$ cat src/rtl/pkt_mux_2_1_pkg.sv
// Shared definitions for the two-source packet mux: FSM encodings and default beat width.
package pkt_mux_2_1_pkg;

  localparam int unsigned DATA_W_DEF = 8;

  typedef enum logic [1:0] {
    ST_IDLE  = 2'd0,
    ST_LOCK0 = 2'd1,
    ST_LOCK1 = 2'd2
  } state_t;

endpackage

$ cat src/rtl/pkt_mux_2_1_rr_arb_2.sv
// Two-request round-robin arbiter; pointer names the preferred source on a tie.
module rr_arb_2 (
  input  logic clk,
  input  logic rst_n,
  input  logic req0,
  input  logic req1,
  input  logic upd_en,
  input  logic upd_src,
  output logic gnt0_c,
  output logic gnt1_c,
  output logic ptr
);

  // A grant never looks at its own request, so it cannot loop back through the requester.
  always_comb begin
    gnt0_c = !req1 || !ptr;
    gnt1_c = !req0 || ptr;
  end

  always_ff @(posedge clk or negedge rst_n) begin
    if (!rst_n) begin
      ptr <= 1'b0;
    end else if (upd_en) begin
      ptr <= ~upd_src;
    end
  end

endmodule

$ cat src/rtl/pkt_mux_2_1.sv
// Merges two valid/ready packet streams onto one output without interleaving packets.
module pkt_mux_2_1
  import pkt_mux_2_1_pkg::*;
#(
  parameter int unsigned DATA_W = DATA_W_DEF
) (
  input  logic              clk,
  input  logic              rst_n,
  input  logic              in0_valid,
  output logic              in0_ready,
  input  logic [DATA_W-1:0] in0_data,
  input  logic              in0_last,
  input  logic              in1_valid,
  output logic              in1_ready,
  input  logic [DATA_W-1:0] in1_data,
  input  logic              in1_last,
  output logic              out_valid,
  input  logic              out_ready,
  output logic [DATA_W-1:0] out_data,
  output logic              out_last,
  output logic              out_src,
  output logic [7:0]        pkt_cnt0,
  output logic [7:0]        pkt_cnt1
);

  state_t state_q;
  state_t state_d;
  logic   space_c;
  logic   gnt0_c;
  logic   gnt1_c;
  logic   ptr;
  logic   acc0_c;
  logic   acc1_c;
  logic   acc_c;
  logic   acc_last_c;

  assign space_c    = !out_valid || out_ready;
  assign acc0_c     = in0_valid && in0_ready;
  assign acc1_c     = in1_valid && in1_ready;
  assign acc_c      = acc0_c || acc1_c;
  assign acc_last_c = acc1_c ? in1_last : in0_last;

  rr_arb_2 u_arb (
    .clk     (clk),
    .rst_n   (rst_n),
    .req0    (in0_valid),
    .req1    (in1_valid),
    .upd_en  (acc_c && acc_last_c),
    .upd_src (acc1_c),
    .gnt0_c  (gnt0_c),
    .gnt1_c  (gnt1_c),
    .ptr     (ptr)
  );

  always_ff @(posedge clk or negedge rst_n) begin
    if (!rst_n) begin
      state_q <= ST_IDLE;
    end else begin
      state_q <= state_d;
    end
  end

  // Lock onto a source on a non-final beat; release when its final beat is taken.
  always_comb begin
    state_d = state_q;
    case (state_q)
      ST_IDLE: begin
        if (acc_c && !acc_last_c) begin
          state_d = acc1_c ? ST_LOCK1 : ST_LOCK0;
        end
      end
      ST_LOCK0: begin
        if (acc0_c && in0_last) begin
          state_d = ST_IDLE;
        end
      end
      ST_LOCK1: begin
        if (acc1_c && in1_last) begin
          state_d = ST_IDLE;
        end
      end
      default: state_d = ST_IDLE;
    endcase
  end

  // Ready is held low while reset is asserted even though the output register is empty.
  always_comb begin
    in0_ready = 1'b0;
    in1_ready = 1'b0;
    if (rst_n && space_c) begin
      case (state_q)
        ST_IDLE: begin
          in0_ready = gnt0_c;
          in1_ready = gnt1_c;
        end
        ST_LOCK0: in0_ready = 1'b1;
        ST_LOCK1: in1_ready = 1'b1;
        default: begin
          in0_ready = 1'b0;
          in1_ready = 1'b0;
        end
      endcase
    end
  end

  always_ff @(posedge clk or negedge rst_n) begin
    if (!rst_n) begin
      out_valid <= 1'b0;
      out_data  <= '0;
      out_last  <= 1'b0;
      out_src   <= 1'b0;
    end else if (space_c) begin
      out_valid <= acc_c;
      if (acc_c) begin
        out_data <= acc1_c ? in1_data : in0_data;
        out_last <= acc_last_c;
        out_src  <= acc1_c;
      end
    end
  end

  always_ff @(posedge clk or negedge rst_n) begin
    if (!rst_n) begin
      pkt_cnt0 <= 8'd0;
      pkt_cnt1 <= 8'd0;
    end else begin
      if (acc0_c && in0_last) pkt_cnt0 <= pkt_cnt0 + 8'd1;
      if (acc1_c && in1_last) pkt_cnt1 <= pkt_cnt1 + 8'd1;
    end
  end

endmodule

$ cat config.mk
export PLATFORM = sky130hd
export DESIGN_NAME = pkt_mux_2_1
export DESIGN_NICKNAME = d
export VERILOG_FILES = /design/src/rtl/pkt_mux_2_1_pkg.sv /design/src/rtl/pkt_mux_2_1_rr_arb_2.sv /design/src/rtl/pkt_mux_2_1.sv
export SDC_FILE = /design/constraint.sdc
export NUM_CORES = 1
export LEC_CHECK = 0
export ABC_AREA = 1
export BUFFER_PORTS_ARGS = -buffer_cell sky130_fd_sc_hd__buf_2
export CORE_MARGIN = 2
export CORE_UTILIZATION = 40
export CTS_CLUSTER_DIAMETER = 200
export CTS_CLUSTER_SIZE = 12
export DETAILED_ROUTE_END_ITERATION = 10
export PLACE_DENSITY = 0.65
export SETUP_SLACK_MARGIN = 0.15
export SYNTH_ARGS = -nofsm -noshare
export SYNTH_HDL_FRONTEND = slang
export SYNTH_SLANG_ARGS = --single-unit
export TNS_END_PERCENT = 10
$ cat constraint.sdc
create_clock -name clk -period 2.1 [get_ports clk]
set_input_delay 0.42 -clock clk [delete_from_list [all_inputs] [get_ports clk]]
set_output_delay 0.42 -clock clk [all_outputs]
set_load 0.005 [all_outputs]
# == After elaboration in Yosys (flattened, before gate mapping) ==
# Index checks and enable logic that the tools add are counted.
# totals
wordCells,46
ff_bits,30
output_inout_bits,29
input_bits,23
# op_classes
addsub,2
bitwise_logic,1
n_eq_ne,5
muxes,11
reduce_logical,19
# op_table
op,count
$add 8x1->8 const B,2
$mux 2,4
$mux 8,1
$logic_and 1x1->1,7
$ne 2x2->1 const B,3
$pmux 2 s3,1
$logic_not 1->1,5
$logic_or 1x1->1,4
$pmux 1 s2,2
$mux 1,3
$reduce_and 3->1,1
$eq 2x1->1 const B,1
$eq 2x2->1 const B,1
$logic_not 2->1,1
$reduce_and 2->1,1
$not 1->1,1

# == Longest topological paths before layout ==
# logic_depth
ltp_word,10
depth_mapped,12
depth_no_buf,12

# == By module ==
# From an unflattened synthesis, not the netlist that was laid out.
# unflattened
cells_unflattened,218
hier_area_um2,1647.8
# modules_own_cells
mod,instances,area_each_um2,seq_area_each_um2,cells_each
pkt_mux_2_1,1,1592.8,725.7,209
rr_arb_2,1,55.1,25.0,9

# == Worst setup path after synthesis ==
# Ideal clock, no wire load.
# synth_timing
path_kind,input to register
start,input rst_n
end,register pkt_cnt0[5]
slack_ns,0.726
required_ns,1.983
n_path_buf,0
arrival_time_ns,1.257
path_stages,9
setup_ns,0.117
cell_sequence,inv_1 -> nor2_8 -> nand3_4 -> nor2_8 -> inv_6 -> nor2_8 -> nand2_1 -> nand2_1 -> nand2_1
# synth_via
elab_chain_cells,4
# synth_lines
element,line,source
from (decl),pkt_mux_2_1.sv:8,"input logic rst_n,"
$logic_and 1x1->1,pkt_mux_2_1.sv:90,if (rst_n && space_c) begin
$mux 1,pkt_mux_2_1.sv:90,
$logic_and 1x1->1,pkt_mux_2_1.sv:38,assign acc0_c = in0_valid && in0_ready;
$logic_and 1x1->1,pkt_mux_2_1.sv:127,if (acc0_c && in0_last) pkt_cnt0 <= pkt_cnt0 + 8'd1;
to (signal assigned),pkt_mux_2_1.sv:127,
to (decl),pkt_mux_2_1.sv:22,"output logic [7:0] pkt_cnt0,"
# No other way between the ends.
# A chain may end at the register's enable or synchronous reset.

# == Worst setup path after layout ==
# layout_timing
start,register state_q[1]
end,output in1_ready
# layout_via
elab_chain_cells,3
word_cells_on_any_way,4
classes_between,eq/ne: 1; mux: 2; reduce/logical: 1
# layout_lines
element,line,source
from (decl),pkt_mux_2_1.sv:26,state_t state_q;
from (signal assigned),pkt_mux_2_1.sv:59,state_q <= state_d;
$eq 2x2->1 or $logic_not 2->1 (tied branches),pkt_mux_2_1.sv:91,case (state_q)
$pmux 1 s2 (*),pkt_mux_2_1.sv:91,
$mux 1 (*),pkt_mux_2_1.sv:90,
to (decl),pkt_mux_2_1.sv:14,"output logic in1_ready,"
# Mark *: on every way between the ends. The rest lies on a longest branch, timed or not.

==> impl_metrics.toml <==
[status]
status = "finished clean"

[yosys]
syn_area_per_cell_um2 = 9.09
syn_nets = 200
yosys_register_bits = 30
synth_area_um2 = 1590
yosys_warnings = 0
synthCells = 175
synth_edf_count = 0
yosysSeqAreaShare = 0.472
synth.distinct_cells = 28
synthFlopType = "dfrtp_1"
synth_async_sr_flop_share = 1.00

[timing]
slew_viol_final = 0
max_slew_margin = 0.745
hold_slack_ps = 155
setup_viol_count_final = 0
fmax_ghz = 0.571
hold_violations = 0
worstMarginPinSlew_ps = 383
setup_total_negative_slack_ps = 0
min_period_ps = 1750
rsz0062_at_grt = "false"
fin_crit_sh = 0.834
finClkSkew_ps = 3.05

[clock_tree]
clk_path_buf_depth = 2
ctsHoldBuffers = 0
postCtsSetupBuffers = 0
clk_latency_ps = 280
cts_root_buf = "clkbuf_8"
clkSinkCount = 30
cts_made_buffers = 5
htreeDepth = 2
cts_tree = "done"
post_cts_resized = 0
cts.reportedPaths.clkPinSlew_ps = 60

[layout]
nets = 257
final_util = 0.526
final_common_cell = "nand2_1"
layout_common_cells = "53 x nand2_1, 51 x buf_2, 30 x dfrtp_1"
layout-drive-gt1-share = 0.336
design_area_um2 = 1970
syn2layout_area_growth_pct = 23.8
antenna_cells = 0

[power_and_ir_drop]
p_leak_uw = 0.00110
power_uw = 2300
pwr_density_cell_nw_per_um2 = 1170
ir_drop_v = 0.000500

[route]
vias = 1276
ant_nets = 0
drc = 0
wire_per_inst_um = 11.4
vias_per_cell = 4.56
detail_route.first_pass.iterations = 4
wirelength_um = 3190
drt_iter0_drc = 47

[setup_path]
cp-start-kind = "flip-flop"
crit_type = "flip-flop to output pin"
required_ps = 1680
critPathMaxFanout = 7
worst_setup_path_end_kind = "output pin"
arrival_ps = 1330

[die]
core_um2 = 3740
dieArea_um2 = 4500
ios = 52
die_x_um = 67.1
die-height_um = 67.1
start_util = 0.425
rows = 22

[global_routing]
grt_pass1_wl_um = 5260
grt_pass1_vias = 1198
track_usage = 0.161
grt_max_degree = 31
overflow = 0
antenna_found_initial = 0

[placement]
placed_area_um2 = 1890
port_buffers = 51
globalplace.congestion = 0.759
dp_hpwl_um = 2450

[hold_path]
hp-class = "primary input to async pin"

[run]
maxCapViolCount = 0
synth_stat cells (3+ instances only):
master	n	share of area
nand3_1	4	0.013
dfrtp_1	30	0.47
nor2_8	3	0.038
nand2_1	53	0.12
nor2_1	12	0.028
xor2_1	10	0.055
o21ai_0	3	0.0094
inv_1	20	0.047
nor2_2	6	0.024
nand2_4	3	0.021
a31oi_1	8	0.031
worst max-delay path, cell delays in order, from the launching register on:
cell     delay (ps)
dfrtp_1         460
nor2_2          140
nand2_1          80
nand2_2         110
and2_1          150
buf_2           110
logic make-up (layout without fill, tap and decap cells):
family	after synthesis	count (layout)	share of synthesized area
AND/OR/NAND/NOR	92	92	0.318
flip-flops	30	30	0.472
AO/OA/AOI/OAI	13	13	0.0480
adder cells (fa/ha/maj)	2	2	0.0157
XOR/XNOR	13	13	0.0763
buffers and inverters	25	82	0.0700
sequential cells by signal, indices dropped and copies added, names as in the netlist:
signal	count
pkt_cnt1	8
out_valid	1
u_arb.ptr	1
out_data	8
out_src	1
state_q	2
pkt_cnt0	8
out_last	1
path summary, 6_finish.rpt:
path | slack (ps) | cells after the start | start | end
worst min-delay path | 160 | 2 | rst_n | pkt_cnt1[1]$_DFFE_PN0P_
worst min register to register | 470 | 1 | pkt_cnt1[7]$_DFFE_PN0P_ | pkt_cnt1[7]$_DFFE_PN0P_
worst max register to register | 560 | 8 | state_q[1]$_DFFE_PN0P_ | u_arb.ptr$_DFFE_PN0P_
min in group clk | 350 | 2 | out_ready | out_valid$_DFFE_PN0N_
worst max-delay path | 350 | 5 | state_q[1]$_DFFE_PN0P_ | in1_ready
max in group asynchronous | 1660 | 2 | rst_n | out_data[4]$_DFFE_PN0P_
per-layer routing:
metal | wire, µm | global-route usage
met5 | 0 | 0
met4 | 65 | 0.0918
met3 | 194 | 0.0456
met2 | 1530 | 0.251
met1 | 1400 | 0.196
final cells by class:
| cell class | instances | area [µm²] |
|---|---|---|
| Tap cell | 48 | 60.1 |
| Timing Repair Buffer | 52 | 263 |
| Clock buffer | 7 | 76.3 |
| Inverter | 23 | 91.3 |
| Fill cell | 397 | 1770 |
| Sequential cell | 30 | 751 |
| Multi-Input combinational cell | 120 | 729 |
power by group:
part	switching, µW	total [µW]	leakage, µW	internal, µW
Sequential	184	987	0.000365	802
Combinational	498	889	0.000701	391
Clock	197	424	0.0000383	227
metrics by stage:
stage / cells / setup slack, ps
global placement: 273 / 398
detailed placement: 273 / 416
global route: 280 / 236
CTS: 280 / 314
finish: 280 / 349
floorplan: 175 / 726
No activity file was read; power rests on OpenSTA's default activity.
